[config.mk]
export PLATFORM = sky130hd
export DESIGN_NAME = video_capture
export DESIGN_NICKNAME = d
export VERILOG_FILES = /design/src/rtl/video_capture.sv
export SDC_FILE = /design/constraint.sdc
export NUM_CORES = 1
export LEC_CHECK = 0
export CAP_MARGIN = 20
export CORE_MARGIN = 2
export CORE_UTILIZATION = 55
export CTS_CLUSTER_SIZE = 14
export DETAILED_ROUTE_END_ITERATION = 8
export DONT_BUFFER_PORTS = 1
export GPL_TIMING_DRIVEN = 0
export PLACE_DENSITY = 0.7
export SYNTH_ARGS = -nofsm -noshare
export SYNTH_HDL_FRONTEND = slang
export SYNTH_SLANG_ARGS = --single-unit
export TNS_END_PERCENT = 30
[constraint.sdc]
create_clock -name clk -period 5.3 [get_ports clk]
set_input_delay 1.59 -clock clk [delete_from_list [all_inputs] [get_ports clk]]
set_output_delay 1.59 -clock clk [all_outputs]
set_load 0.01 [all_outputs]
[src/rtl/video_capture.sv]
// Parallel video receiver: checks line/frame geometry, locks on a good
// frame and streams tagged 24-bit pixels through a show-ahead FIFO.
module video_capture #(
    parameter int H_ACTIVE   = 640,
    parameter int V_ACTIVE   = 480,
    parameter int FIFO_DEPTH = 4
) (
    input  logic                        clk,
    input  logic                        rst_n,
    input  logic [35:0]                 vid_data,
    input  logic                        vid_hsync,
    input  logic                        vid_vsync,
    input  logic                        vid_en,
    output logic [23:0]                 out_data,
    output logic [$clog2(H_ACTIVE)-1:0] out_x,
    output logic [$clog2(V_ACTIVE)-1:0] out_y,
    output logic                        out_sof,
    output logic                        out_eol,
    output logic                        out_valid,
    input  logic                        out_ready,
    output logic                        locked,
    output logic                        err,
    output logic [7:0]                  err_cnt,
    output logic                        ovf
);

    localparam int XW = $clog2(H_ACTIVE);
    localparam int YW = $clog2(V_ACTIVE);
    localparam int PW = $clog2(H_ACTIVE + 2);
    localparam int LW = $clog2(V_ACTIVE + 2);
    localparam int AW = $clog2(FIFO_DEPTH);

    localparam logic [PW-1:0] H_END  = PW'(H_ACTIVE);
    localparam logic [PW-1:0] H_LAST = PW'(H_ACTIVE - 1);
    localparam logic [PW-1:0] H_SAT  = PW'(H_ACTIVE + 1);
    localparam logic [LW-1:0] V_END  = LW'(V_ACTIVE);
    localparam logic [LW-1:0] V_SAT  = LW'(V_ACTIVE + 1);
    localparam logic [AW:0]   P_ONE  = (AW+1)'(1);

    typedef enum logic [1:0] {
        SEARCH,
        ACQUIRE,
        LOCKED
    } state_t;

    typedef struct packed {
        logic [23:0]   data;
        logic [XW-1:0] x;
        logic [YW-1:0] y;
        logic          sof;
        logic          eol;
    } pix_t;

    logic [23:0] d_r;
    logic        hs_r, hs_q, vs_r, vs_q, en_r;
    logic        hs_fall, vs_fall;
    logic        vid_unused;

    assign vid_unused = ^{vid_data[27:24], vid_data[15:12], vid_data[3:0]};

    // sync samples idle high so reset release never looks like a falling edge
    always_ff @(posedge clk or negedge rst_n) begin
        if (!rst_n) begin
            d_r  <= '0;
            hs_r <= 1'b1;
            hs_q <= 1'b1;
            vs_r <= 1'b1;
            vs_q <= 1'b1;
            en_r <= 1'b0;
        end else begin
            d_r  <= {vid_data[35:28], vid_data[23:16], vid_data[11:4]};
            hs_r <= vid_hsync;
            hs_q <= hs_r;
            vs_r <= vid_vsync;
            vs_q <= vs_r;
            en_r <= vid_en;
        end
    end

    assign hs_fall = hs_q & ~hs_r;
    assign vs_fall = vs_q & ~vs_r;

    logic [PW-1:0] pix_cnt, pc_base, pc_nxt;
    logic [LW-1:0] line_cnt, lc_line, lc_base;
    logic          line_err, frame_err;

    always_comb begin
        line_err = 1'b0;
        lc_line  = line_cnt;
        if (hs_fall && pix_cnt != '0) begin
            if (line_cnt != V_SAT)
                lc_line = line_cnt + LW'(1);
            line_err = (pix_cnt != H_END);
        end
        frame_err = vs_fall && (lc_line != V_END);
        pc_base   = (hs_fall || vs_fall) ? '0 : pix_cnt;
        lc_base   = vs_fall ? '0 : lc_line;
        pc_nxt    = pc_base;
        if (en_r && pc_base != H_SAT)
            pc_nxt = pc_base + PW'(1);
    end

    always_ff @(posedge clk or negedge rst_n) begin
        if (!rst_n) begin
            pix_cnt  <= '0;
            line_cnt <= '0;
        end else begin
            pix_cnt  <= pc_nxt;
            line_cnt <= lc_base;
        end
    end

    state_t state, state_nxt;
    logic   bad, bad_nxt, err_nxt;

    always_comb begin
        state_nxt = state;
        bad_nxt   = bad;
        err_nxt   = 1'b0;
        unique case (state)
            SEARCH: begin
                if (vs_fall) begin
                    state_nxt = ACQUIRE;
                    bad_nxt   = 1'b0;
                end
            end
            ACQUIRE: begin
                if (line_err)
                    bad_nxt = 1'b1;
                if (vs_fall) begin
                    if (!bad_nxt && lc_line == V_END)
                        state_nxt = LOCKED;
                    bad_nxt = 1'b0;
                end
            end
            LOCKED: begin
                if (line_err || frame_err) begin
                    state_nxt = SEARCH;
                    err_nxt   = 1'b1;
                end
            end
            default: state_nxt = SEARCH;
        endcase
    end

    logic [AW:0] wr_ptr, rd_ptr;
    logic        empty, full, pop, push_req, wr_en, ovf_nxt;
    pix_t        wr_pix, head;
    pix_t        mem [FIFO_DEPTH];

    assign push_req = (state == LOCKED) && !line_err && !frame_err && en_r
                      && (pc_base < H_END) && (lc_base < V_END);

    assign wr_pix.data = d_r;
    assign wr_pix.x    = pc_base[XW-1:0];
    assign wr_pix.y    = lc_base[YW-1:0];
    assign wr_pix.sof  = (pc_base == '0) && (lc_base == '0);
    assign wr_pix.eol  = (pc_base == H_LAST);

    assign empty   = (wr_ptr == rd_ptr);
    assign full    = (wr_ptr[AW] != rd_ptr[AW])
                     && (wr_ptr[AW-1:0] == rd_ptr[AW-1:0]);
    assign pop     = !empty && out_ready;
    assign wr_en   = push_req && (!full || pop);
    assign ovf_nxt = push_req && full && !pop;

    always_ff @(posedge clk or negedge rst_n) begin
        if (!rst_n) begin
            state   <= SEARCH;
            bad     <= 1'b0;
            err     <= 1'b0;
            err_cnt <= '0;
            ovf     <= 1'b0;
            wr_ptr  <= '0;
            rd_ptr  <= '0;
        end else begin
            state <= state_nxt;
            bad   <= bad_nxt;
            err   <= err_nxt;
            ovf   <= ovf_nxt;
            if (err_nxt && err_cnt != 8'hFF)
                err_cnt <= err_cnt + 8'd1;
            if (wr_en)
                wr_ptr <= wr_ptr + P_ONE;
            if (pop)
                rd_ptr <= rd_ptr + P_ONE;
        end
    end

    always_ff @(posedge clk) begin
        if (wr_en)
            mem[wr_ptr[AW-1:0]] <= wr_pix;
    end

    assign head      = empty ? '0 : mem[rd_ptr[AW-1:0]];
    assign out_data  = head.data;
    assign out_x     = head.x;
    assign out_y     = head.y;
    assign out_sof   = head.sof;
    assign out_eol   = head.eol;
    assign out_valid = !empty;
    assign locked    = (state == LOCKED);

endmodule

* After elaboration in Yosys (flattened, before gate mapping) *
Memories as Yosys holds them, arrays and structs flattened.
Cells that the tools add are included.

storage, ports and cells
  bits in writable memories = 180
  output and inout bits = 57
  memories = 1
  input port bits = 42
  register bits = 67
  logic and storage cells = 96

memories
  name  depth  bits a word  read ports  clocked after memory_dff  write ports  RTL line  source
  mem   4      45           1           0                         1            149       pix_t mem [FIFO_DEPTH];

operators by class
  equal/unequal tests = 16
  bitwise gates (word level) = 4
  $lt $le $gt $ge = 2
  add/sub/neg operators = 5
  muxes and demuxes = 21
  reductions and logical operators = 32

operators with widths
  kind                   number
  $mux 45                1
  $mux 9                 3
  $mux 10                2
  $ne 10x10->1 const B   2
  $ne 9x9->1 const B     2
  $logic_and 1x1->1      16
  $add 10x1->10 const B  1
  $eq 10x10->1 const B   1
  $logic_not 10->1       1
  $lt 10x10->1 const B   1
  $reduce_bool 10->1     1
  $add 9x1->9 const B    1
  $eq 9x9->1 const B     1
  $logic_not 9->1        1
  $lt 9x9->1 const B     1
  $mux 1                 9
  $add 8x1->8 const B    1
  $mux 2                 4
  $ne 8x8->1 const B     1
  $add 3x1->3 const B    2
  $logic_not 1->1        6
  $ne 2x2->1 const B     3
  $pmux 2 s3             1
  $reduce_and 4->1       1
  13 further kinds       17

* Depth between registers and ports, before layout *
Gate-level depths: netlist (run 1).

  depth after elaboration = 14
  gate-level depth with buffers = 12
  mapped depth without buffers = 11

* Worst setup path before layout (run 1) *
OpenSTA, ideal clock, no wires.

  path type = register to register
  from = register line_cnt[0]
  to = memory mem[2][0] in the netlist's numbering, enable pin
  setup time = 0.407 ns
  cell stages (with the launch flop) = 9
  required time = 4.893 ns
  clock period less this slack = 3.527 ns
  arrival time = 3.120 ns
  path buffers = 0
  setup slack = 1.773 ns
  cell sequence = dfrtp_1 -> ha_1 -> or2_2 -> a21oi_1 -> nand3_1 -> o221ai_2 -> a31oi_4 -> and3b_4 -> and2_1

on the way
  word-level cells in the longest chain between the ends = 13
  elaborated cells on any way between the ends = 16
  classes of those cells = add/sub (1); order compare (1); eq/ne (2); mux (5); reduce/logical (7)

RTL lines
  element                                             RTL line  source
  start, declared                                     84        logic [LW-1:0] line_cnt, lc_line, lc_base;
  start signal, assigned                              109       line_cnt <= lc_base;
  $add 9x1->9 / $ne 9x9->1 (equally long branches)    92, 91
  $mux 9                                              91        if (line_cnt != V_SAT)
  $mux 9 *                                            90        if (hs_fall && pix_cnt != '0) begin
  branches (longest 6 deep; another with $lt 9x9->1)  --
  $logic_and 1x1->1 *                                 152       && (pc_base < H_END) && (lc_base < V_END);
  $logic_and 1x1->1 *                                 164       assign wr_en = push_req && (!full || pop);
  $mux 1 *                                            191       if (wr_en)
  $mux 1 (implied by the code) *                      192       mem[wr_ptr[AW-1:0]] <= wr_pix;
  end, declared                                       149

Mark *: on every way between the ends.

* Worst setup path after layout (run 1) *
  from = register rd_ptr[0]
  to = output port out_x[6]

on the way
  word-level cells in the longest chain between the ends = 2
  elaborated cells on any way between the ends = 3
  classes of those cells = eq/ne (1); mux (1); memory (1)

RTL lines
  element                                            RTL line  source
  start, declared                                    146       logic [AW:0] wr_ptr, rd_ptr;
  start signal, assigned                             186       rd_ptr <= rd_ptr + P_ONE;
  $mem_v2 4x45 / $eq 3x3->1 (equally long branches)  --
  $mux 45 *                                          195       assign head = empty ? '0 : mem[rd_ptr[AW-1:0]];
  end, declared                                      15        output logic [$clog2(H_ACTIVE)-1:0] out_x,

Every way passes the cells marked *; elsewhere a longest branch is shown, timed or not.

==> results of run 1 <==
==> metrics by stage <==
| stage | instances | cell area [um2] | hold WS [ns] | utilization [%] | setup WS, ns |
|---|---|---|---|---|---|
| floorplan | 566 | 9906 | 0.3581 | - | 1.773 |
| global route | 844 | 11100 | 0.3870 | 62.19 | 0.7625 |
| global placement | 795 | 10190 | 0.3641 | 57.13 | 0.6647 |
| detailed placement | 799 | 10280 | 0.3650 | 57.60 | 1.418 |
| finish | 844 | 11100 | 0.3750 | 62.19 | 0.9544 |
| CTS | 844 | 11100 | 0.3735 | 62.19 | 0.8690 |
==> cell usage after synthesis (3+ instances only) <==
library cell  instances  area share, %
edfxtp_1            180             55
dfrtp_1              63             16
nor2b_1              49            3.1
mux4_2               45             10
nor2_1               21           0.80
nand2_1              20           0.76
xnor2_1              20            1.8
nand3_1              17           0.86
inv_1                14           0.53
and3_1               11           0.69
clkbuf_1             11           0.42
ha_1                 11            1.4
xor2_1               10           0.88
a21oi_1               8           0.40
nor3_1                8           0.40
nand4_1               6           0.38
nand2b_1              5           0.32
and2_1                4           0.25
buf_2                 4           0.20
dfstp_2               4            1.1
o21ai_0               4           0.20
or3_1                 4           0.25
buf_6                 3           0.34
nor4_1                3           0.19
==> registers in the layout (all words and copies together), names as in the netlist <==
name      cells
err_cnt       8
hs_q          1
ovf           1
en_r          1
wr_ptr        3
line_cnt      9
mem         180
bad           1
rd_ptr        3
pix_cnt      10
hs_r          1
state         2
vs_r          1
err           1
vs_q          1
d_r          24
==> path summary, 6_finish.rpt <==
path                             end  depth (start not counted)
setup / recovery            out_x[6]                          4
max in group asynchronous       hs_q                          0
hold reg to reg                 hs_q                          0
setup reg to reg           mem[3][2]                          8
hold / removal                  hs_q                          0
min in group asynchronous       en_r                          0
==> cells by family (layout without fill, tap and decap cells) <==
group	Yosys count	after routing	synth area share [%]
xor+xnor	30	30	2.652
fa+ha+maj	11	11	1.389
compound gates	27	27	2.135
simple gates	164	164	9.549
flops	247	247	71.54
mux	50	50	10.88
buf+inv	37	86	1.857
==> per-layer routing <==
metal	vias up	share of wire (%)
met2	124	51
met3	23	4.9
met4	0	1.6
met1	2579	43
li1	2224	-
met5	-	0
==> power groups by stage <==
| stage | clock network (W) | logic (W) | registers (W) |
|---|---|---|---|
| detailed placement | 0 | 0.000930 | 0.00220 |
| floorplan | 0 | 0.000747 | 0.00218 |
| finish | 0.00172 | 0.000911 | 0.00216 |
| CTS | 0.00176 | 0.000935 | 0.00216 |
| global placement | 0 | 0.000923 | 0.00219 |
| global route | 0.00183 | 0.000993 | 0.00216 |
==> final cells by class <==
cell class                 instances  share of cell area (%)
sequential                       247                   63.87
timing repair buffer               4                  0.7217
inverter                          14                  0.4736
clock inverter                     9                  0.9247
clock buffer                      36                   6.461
multi-input combinational        282                   23.78
tap                              229                   2.582
buffer                            23                   1.184
==> metrics.txt, run 1 <==
status=completed; first-pass GRT wire length=between 20000 and 30000 um; Iter 0 DRT Violations=around 260; CTS hold repair buffers=0; CP Max Fanout=10; Num CTS Buffers=25; Clock Root Buffer=clkbuf_16; CTS clk-pin slew, worst paths=0.06 ns; WP buf/inv=2; dpl hpwl=11410 um; crit path launch=rd_ptr[0]; number of synthesized flops with an enable pin=180; Critical Setup Path Class=flip-flop to output port; DIE WIDTH=138.2 um; routability cong.=just under 0.9; CP max stage delay=0.62 ns; GRT Overall Usage=between 10% and 20%; largest net degree at the start of global routing=68; final clock skew=0.01592 ns; mapped cell area=~9900 um2; Final Critical Period=4.346 ns; Max-Cap Viols=0; P_leak=between 4 and 5 nW; Post-CTS Setup Bufs=0; CP startpoint kind=flip-flop; sequential cell area=between 7000 and 8000 um2; Post-DRT Antenna Nets=0; period utilization=around four fifths; worst vdd ir=roughly 0.35 mV; via count=around 5000; reg2reg setup slack=roughly 1.9 ns; diode count=0; GRT met2 Usage=between 30% and 40%; Yosys warning count=0; Worst Hold Launch=hs_r; cell family with most CP delay=buffers and inverters; fmax=between 0.2 and 0.25 GHz; share of cells above drive strength 1=around a fifth; commonest non-fill, non-tap cells in the layout=edfxtp_1 (180), dfrtp_1 (63), nor2b_1 (49), mux4_2 (45), clkbuf_16 (25); worst slew pin tran=roughly 0.82 ns; Die H=approximately 140 um; drt total wl=17800 um; met1 global-route usage=26.68%; total power=0.004785 W; Mapped Cells=about 570; initial core utilization=roughly 56%; CTS max path bufs=3; worst reg2reg startpoint=hs_q; vias per cell=a little under 6; Switching Fraction=25.92%; worst min path class=flip-flop to flip-flop; logic gate share of total power=approximately a fifth; Avg WL per Cell=between 20 and 25 um; Seq/Total Area, Yosys=71.54%; Seq pwr share=45.1%; sink count of the clock tree=about 250; P&R area growth vs syn=12.01%; Clk Latency, worst-skew pair=0.51 ns; num rows=49; DRC Markers=0; H-tree lvl count=1; Worst setup EP type=output port; core area=between 15000 and 20000 um2; Slew Limit Fails=0; ys async rst share=between 20 and 30%; P_sw=around 0.0012 W; Seq cells post-synth=247; RSZ-0062 raised after global routing=no; final hold violations=0; I/O pin count=~100; critical path, cell by cell=buf_1 -> buf_2 -> mux4_2 -> nor2b_1; initial antenna violation count=0; power density cells=about 430 nW/um2; fillcell total=roughly 1200; Cell variety after synth=56; Worst EP required=roughly 3.7 ns; synthesized area per cell=~18 um2; number of global-route vias before repair=between 5000 and 6000; Overflow after GRT=0; setup total negative slack=0 ns; die area=~19000 um2; multi-input logic area=around 2600 um2; port buffer count=0; PostCTS Resize Cnt=0; grt met3 use=3.187%; Mapped Nets=between 600 and 700; Final setup viols=0; Clock power frac=a little over a third; Top FF cell, synth=edfxtp_1; global route hottest layer=met2; Int Power=0.003545 W; TritonCTS clock tree=done; commonest non-fill, non-tap cell in the layout=edfxtp_1; CP max-delay cell=buf_1; drt pass-1 iters=4; # nets final=650; Slew Limit Headroom=44.67%; Worst EP arrival=2.76 ns
(Power assumes the default switching activity.)
==> inputs of run 2 (changes only) <==
Settings changed: PLACE_DENSITY 0.7 to 0.73.
Clock period 5.3 ns to 3.7 ns, I/O delays scaled along.
==> run 2 against run 1 <==
Against the previous run:
- sequential share of layout area rose by 0.33 points
- die area unchanged
- sequential power rose by 43%
- combinational power is 44% higher
- utilization shrank 0.32 points
- non-clock buffer count did not move
- register-to-register slack got worse by 1.6 ns
- sequential cell count unchanged
- clock-buffer cell count did not move
- worst hold slack got worse by 0.073 ns
- critical path type unchanged
- critical endpoint is now out_y[3]
==> metrics.txt, run 2 (synthesized netlist as in run 1, its figures left out) <==
CTS hold repair buffers=0; routability cong.=roughly 0.86; H-tree lvl count=1; CP max stage delay=0.48 ns; Placed Instance Area=around 10000 um2; Overflow after GRT=0; Final WS setup=approximately 0.20 ns; reg2reg setup slack=between 0.2 and 0.3 ns; final hold violations=0; CP startpoint kind=flip-flop; Avg WL per Cell=around 21 um; first-pass GRT wire length=28810 um; worst min path class=input pin to async pin; Worst Reg-to-Reg Cells=9; drt pass-1 iters=4; Post-DRT Antenna Nets=0; CP Max Fanout=10; Clk Latency, worst-skew pair=0.50 ns; die area=between 15000 and 20000 um2; commonest non-fill, non-tap cells in the layout=edfxtp_1 (180), dfrtp_1 (63), nor2b_1 (49), mux4_2 (45), clkbuf_16 (25); sink count of the clock tree=around 250; period utilization=94.72%; worst vdd ir=around 0.42 mV; minimum setup slack after placement=approximately 0.27 ns; final clock skew=~0.012 ns; power density cells=around 610 nW/um2; initial core utilization=a little under three fifths; Worst EP required=between 2 and 3 ns; critical path, cell by cell=xnor2_1 -> and3_1 -> clkbuf_1 -> clkbuf_1 -> nor2b_1; GRT Overall Usage=a little under a fifth; core area=17840 um2; fmax=between 0.2 and 0.3 GHz; DRC Markers=0; CTS max path bufs=3; commonest non-fill, non-tap cell in the layout=edfxtp_1; P&R area growth vs syn=11.44%; placed insts=between 700 and 800; number of global-route vias before repair=approximately 5200; Post-CTS Setup Bufs=0; Final setup viols=0; share of cells above drive strength 1=roughly a fifth; Die H=approximately 140 um; port buffer count=0; Clock Root Buffer=clkbuf_16; vias per cell=roughly 5.8; Seq pwr share=46.1%; RSZ-0062 raised after global routing=yes; setup total negative slack=0 ns; Critical Setup Path Class=flip-flop to output port; cell mode on critical path=clkbuf_1; status=completed; Switching Fraction=a little over a quarter; fin area=between 10000 and 15000 um2; via count=between 4000 and 5000; CTS clk-pin slew, worst paths=0.06 ns; # nets final=650; dpl hpwl=about 11000 um; I/O pin count=99; Clock power frac=roughly 34%; Int Power=around 0.005 W; largest net degree at the start of global routing=68; Slew Limit Headroom=about two fifths; logic gate share of total power=approximately a fifth; P_sw=roughly 0.0017 W; Max-Cap Viols=0; Num CTS Buffers=25; DIE WIDTH=approximately 140 um; worst slew pin tran=roughly 0.87 ns; Slew Limit Fails=0; max reg flops=180; drt total wl=~18000 um; TritonCTS clock tree=done; P_leak=around 4.0 nW; Final Util=61.88%; RR Endpoint=mem[0][16]; Worst EP arrival=roughly 2.4 ns; Final Critical Period=between 3 and 4 ns; Layout Cells excl Fill=843; initial antenna violation count=0; Iter 0 DRT Violations=410; crit path launch=wr_ptr[1]; num rows=49; CP max-delay cell=clkbuf_1; Worst setup EP type=output port; diode count=0; Setup crit end=out_y[3]; worst reg2reg startpoint=hs_q
-- run 2: timing repair --
item                                    4_1_cts  5_1_grt
endpoints found under the setup margin       39       22
pin swaps                                     0        0
gates resized for setup                       5        2
hold endpoints to repair                      0        0
-- run 2: area by class of cell --
type,instances,area [um2]
Sequential cell,247,7087
Fill cell,1248,6802
Clock buffer,36,686.9
Clock inverter,8,68.82
Multi-Input combinational cell,282,2639
Timing Repair Buffer,4,80.08
Buffer,23,138.9
Inverter,14,52.55
Tap cell,229,286.5
-- run 2: power groups by stage --
stage	sequential [W]	combinational [W]	clock, W
after floorplan	0.00313	0.00107	0
after global placement	0.00314	0.00131	0
after detailed placement	0.00314	0.00134	0
after CTS	0.00309	0.00135	0.00236
after global routing	0.00310	0.00144	0.00248
final	0.00309	0.00131	0.00230
-- run 2: per-stage QoR --
stage	hold WS, ns	total power [W]
2_1_floorplan	0.3581	0.004200
3_3_place_gp	0.3637	0.004453
3_5_place_dp	0.3665	0.004480
4_1_cts	0.2818	0.006801
5_1_grt	0.2733	0.007008
6_report	0.3024	0.006704
-- run 2: how the worst min path moves through the flow --
stage               startpoint     endpoint  cells past startpoint  slack (ns)
detailed placement        vs_r         vs_q                      0        0.37
CTS                      rst_n  line_cnt[1]                      0        0.28
finish                   rst_n  line_cnt[1]                      0        0.30
floorplan                 hs_r         hs_q                      0        0.36
global route             rst_n   err_cnt[2]                      0        0.27
global placement          hs_r         hs_q                      0        0.36
-- run 2: critical path, delay by kind of cell, from the launching register on --
family / cells / cell delay (ns)
xor+xnor: 1 / 0.19
buf+inv: 2 / 0.87
simple gates: 2 / 0.38
flops: 1 / 0.45
-- run 2: layer usage --
metal	part of all wire [%]	GRT usage, %	vias up	wire (um)
met2	51	32.02	136	8989
met4	1.3	4.619	0	231
li1	-	-	2217	-
met1	43	26.45	2544	7586
met3	5.0	3.672	19	889
met5	0	0	-	0
==> inputs of run 3 (changes only) <==
==> constraint.sdc (replaced) <==
create_clock -name clk -period 3.09 [get_ports clk]
set_input_delay 0.927 -clock clk [delete_from_list [all_inputs] [get_ports clk]]
set_output_delay 0.927 -clock clk [all_outputs]
set_load 0.1 [all_outputs]
==> run 3 against run 2 <==
Against the previous run:
- the run now ends with negative setup slack left
- first-iteration DRC count rose by 25%
- clock skew rose by 0.0024 ns
- die area did not move
- via count rose by 3.3%
- sequential power rose by 20%
- sequential share of layout area fell by 5.4 points
- sequential cell count did not move
- critical endpoint is now out_y[2]
- highest routed layer unchanged
==> metrics.txt, run 3 (synthesized netlist as in run 1, its figures left out) <==
status=complete, but fails checks; failing checks=negative setup slack; num rows=a little under 50; diode count=0; final clock skew=0.01451 ns; multi-input logic area=3090 um2; Critical Setup Path Class=flip-flop to output port; sink count of the clock tree=around 250; Met3 Routed Length=between 900 and 1000 um; Worst setup EP type=output port; CTS max path bufs=3; GRT Overall Usage=about a fifth; P_leak=between 4 and 5 nW; # nets final=between 600 and 700; initial core utilization=between 50% and 60%; DRC Markers=0; routability cong.=between 0.8 and 0.9; H-tree lvl count=1; initial antenna violation count=0; max reg flops=between 150 and 200; Worst EP arrival=2.21 ns; drt total wl=roughly 19000 um; core area=about 18000 um2; Iter 0 DRT Violations=between 500 and 600; fmax=~0.32 GHz; CTS clk-pin slew, worst paths=~0.060 ns; worst slew pin tran=between 1 and 1.5 ns; Final WS setup=-0.04938 ns; Hold Slack=between 0.1 and 0.15 ns; Placed Instance Area=between 10000 and 15000 um2; Final Critical Period=approximately 3.1 ns; worst reg2reg startpoint=hs_q; first-pass GRT wire length=30530 um; number of global-route vias before repair=approximately 5400; CP Max Fanout=10; largest net degree at the start of global routing=a little under 70; worst min path class=input pin to async pin; I/O pin count=99; port buffer count=0; DRT met1 WL=8090 um; max layer used=met4; period utilization=101.6%; P&R area growth vs syn=21.75%; Clk Latency, worst-skew pair=between 0.5 and 0.6 ns; via count=just over 5000; CP startpoint kind=flip-flop; TritonCTS clock tree=done; Post-DRT Antenna Nets=0; Num CTS Buffers=25; WL met2=10030 um; Avg WL per Cell=22.07 um; die area=roughly 19000 um2; DIE WIDTH=138.2 um; RSZ-0062 raised after global routing=yes; RR Endpoint=mem[0][16]; Worst Reg-to-Reg Cells=9; fillcell total=between 1000 and 1500; Max-Cap Viols=0; commonest non-fill, non-tap cell in the layout=edfxtp_1; Final setup viols=26; commonest non-fill, non-tap cells in the layout=edfxtp_1 (180), dfrtp_1 (60), mux4_2 (45), nor2b_4 (45), clkbuf_16 (28); sequential cell area=7091 um2; Overflow after GRT=0; power density cells=slightly above 900 nW/um2; drt pass-1 iters=5; reg2reg setup slack=0.12 ns; share of cells above drive strength 1=between 30% and 40%; fin area=12060 um2; Slew Limit Headroom=~33%; final hold violations=0; vias per cell=about 5.8; Clock Root Buffer=clkbuf_16; Worst EP required=roughly 2.2 ns; worst vdd ir=0.8000 mV; dpl hpwl=between 10000 and 15000 um; Slew Limit Fails=0; Die H=between 100 and 150 um
[run 3: cell types whose count changed in the layout (fill, tap and decap cells not counted), moves of 8 or more]
cell / change
nor2b_1: -46
nor2b_4: +45
buf_4: +20
buf_12: +9
clkbuf_1: -8
[run 3: layout make-up]
type                       count  share of cell area, %
buffer                        22                  2.697
clock buffer                  34                  5.716
clock inverter                12                  1.369
inverter                      14                 0.4357
multi-input combinational    285                  25.63
sequential                   247                  58.79
tap                          229                  2.376
timing repair buffer          31                  2.988
[run 3: routing by layer]
metal  up-vias  track usage (%)
li1       2277                -
met1      2650            27.92
met2       132            34.86
met3        18            3.498
met4         0            4.404
met5         -                0
[run 3: per-stage QoR]
| stage | setup WS, ns | util [%] | TNS (ns) | power, W | instances |
|---|---|---|---|---|---|
| floorplan | -0.4370 | - | -41.62 | 0.007239 | 566 |
| global placement | -1.493 | 58.55 | -202.29 | 0.007564 | 795 |
| detailed placement | -0.6748 | 59.46 | -49.17 | 0.007655 | 803 |
| CTS | -0.1154 | 66.67 | -3.949 | 0.01124 | 857 |
| global route | -0.1086 | 67.60 | -3.012 | 0.01165 | 874 |
| finish | -0.04938 | 67.60 | -0.6267 | 0.01128 | 874 |
[run 3: timing repair]
action	CTS	global route
endpoints found under the setup margin	200	132
pin swaps	4	4
hold buffers	0	0
resized for setup	85	6
buffers inserted	7	16
cloned	2	1
[run 3: where the power goes]
part | internal [W] | switching (W) | total (W)
sequential | 0.00363 | 0.0000791 | 0.00371
clock | 0.00190 | 0.00119 | 0.00309
combinational | 0.00137 | 0.00311 | 0.00448
total | 0.00690 | 0.00438 | 0.0113
[run 3: critical path: stages, from the launching register on]
cell,delay (ns)
dfrtp_2,0.45
buf_12,0.17
buf_12,0.15
mux4_2,0.35
nor2b_4,0.56
[run 3: worst max-delay path by stage]
stage                 end  slack [ns]        start
6_report         out_y[2]       -0.05    rd_ptr[0]
5_1_grt          out_y[8]       -0.11    rd_ptr[1]
4_1_cts          out_x[1]       -0.12    rd_ptr[1]
3_5_place_dp     out_y[1]       -0.67    rd_ptr[1]
3_3_place_gp   mem[1][15]       -1.49  line_cnt[0]
2_1_floorplan   mem[1][0]       -0.44  line_cnt[0]
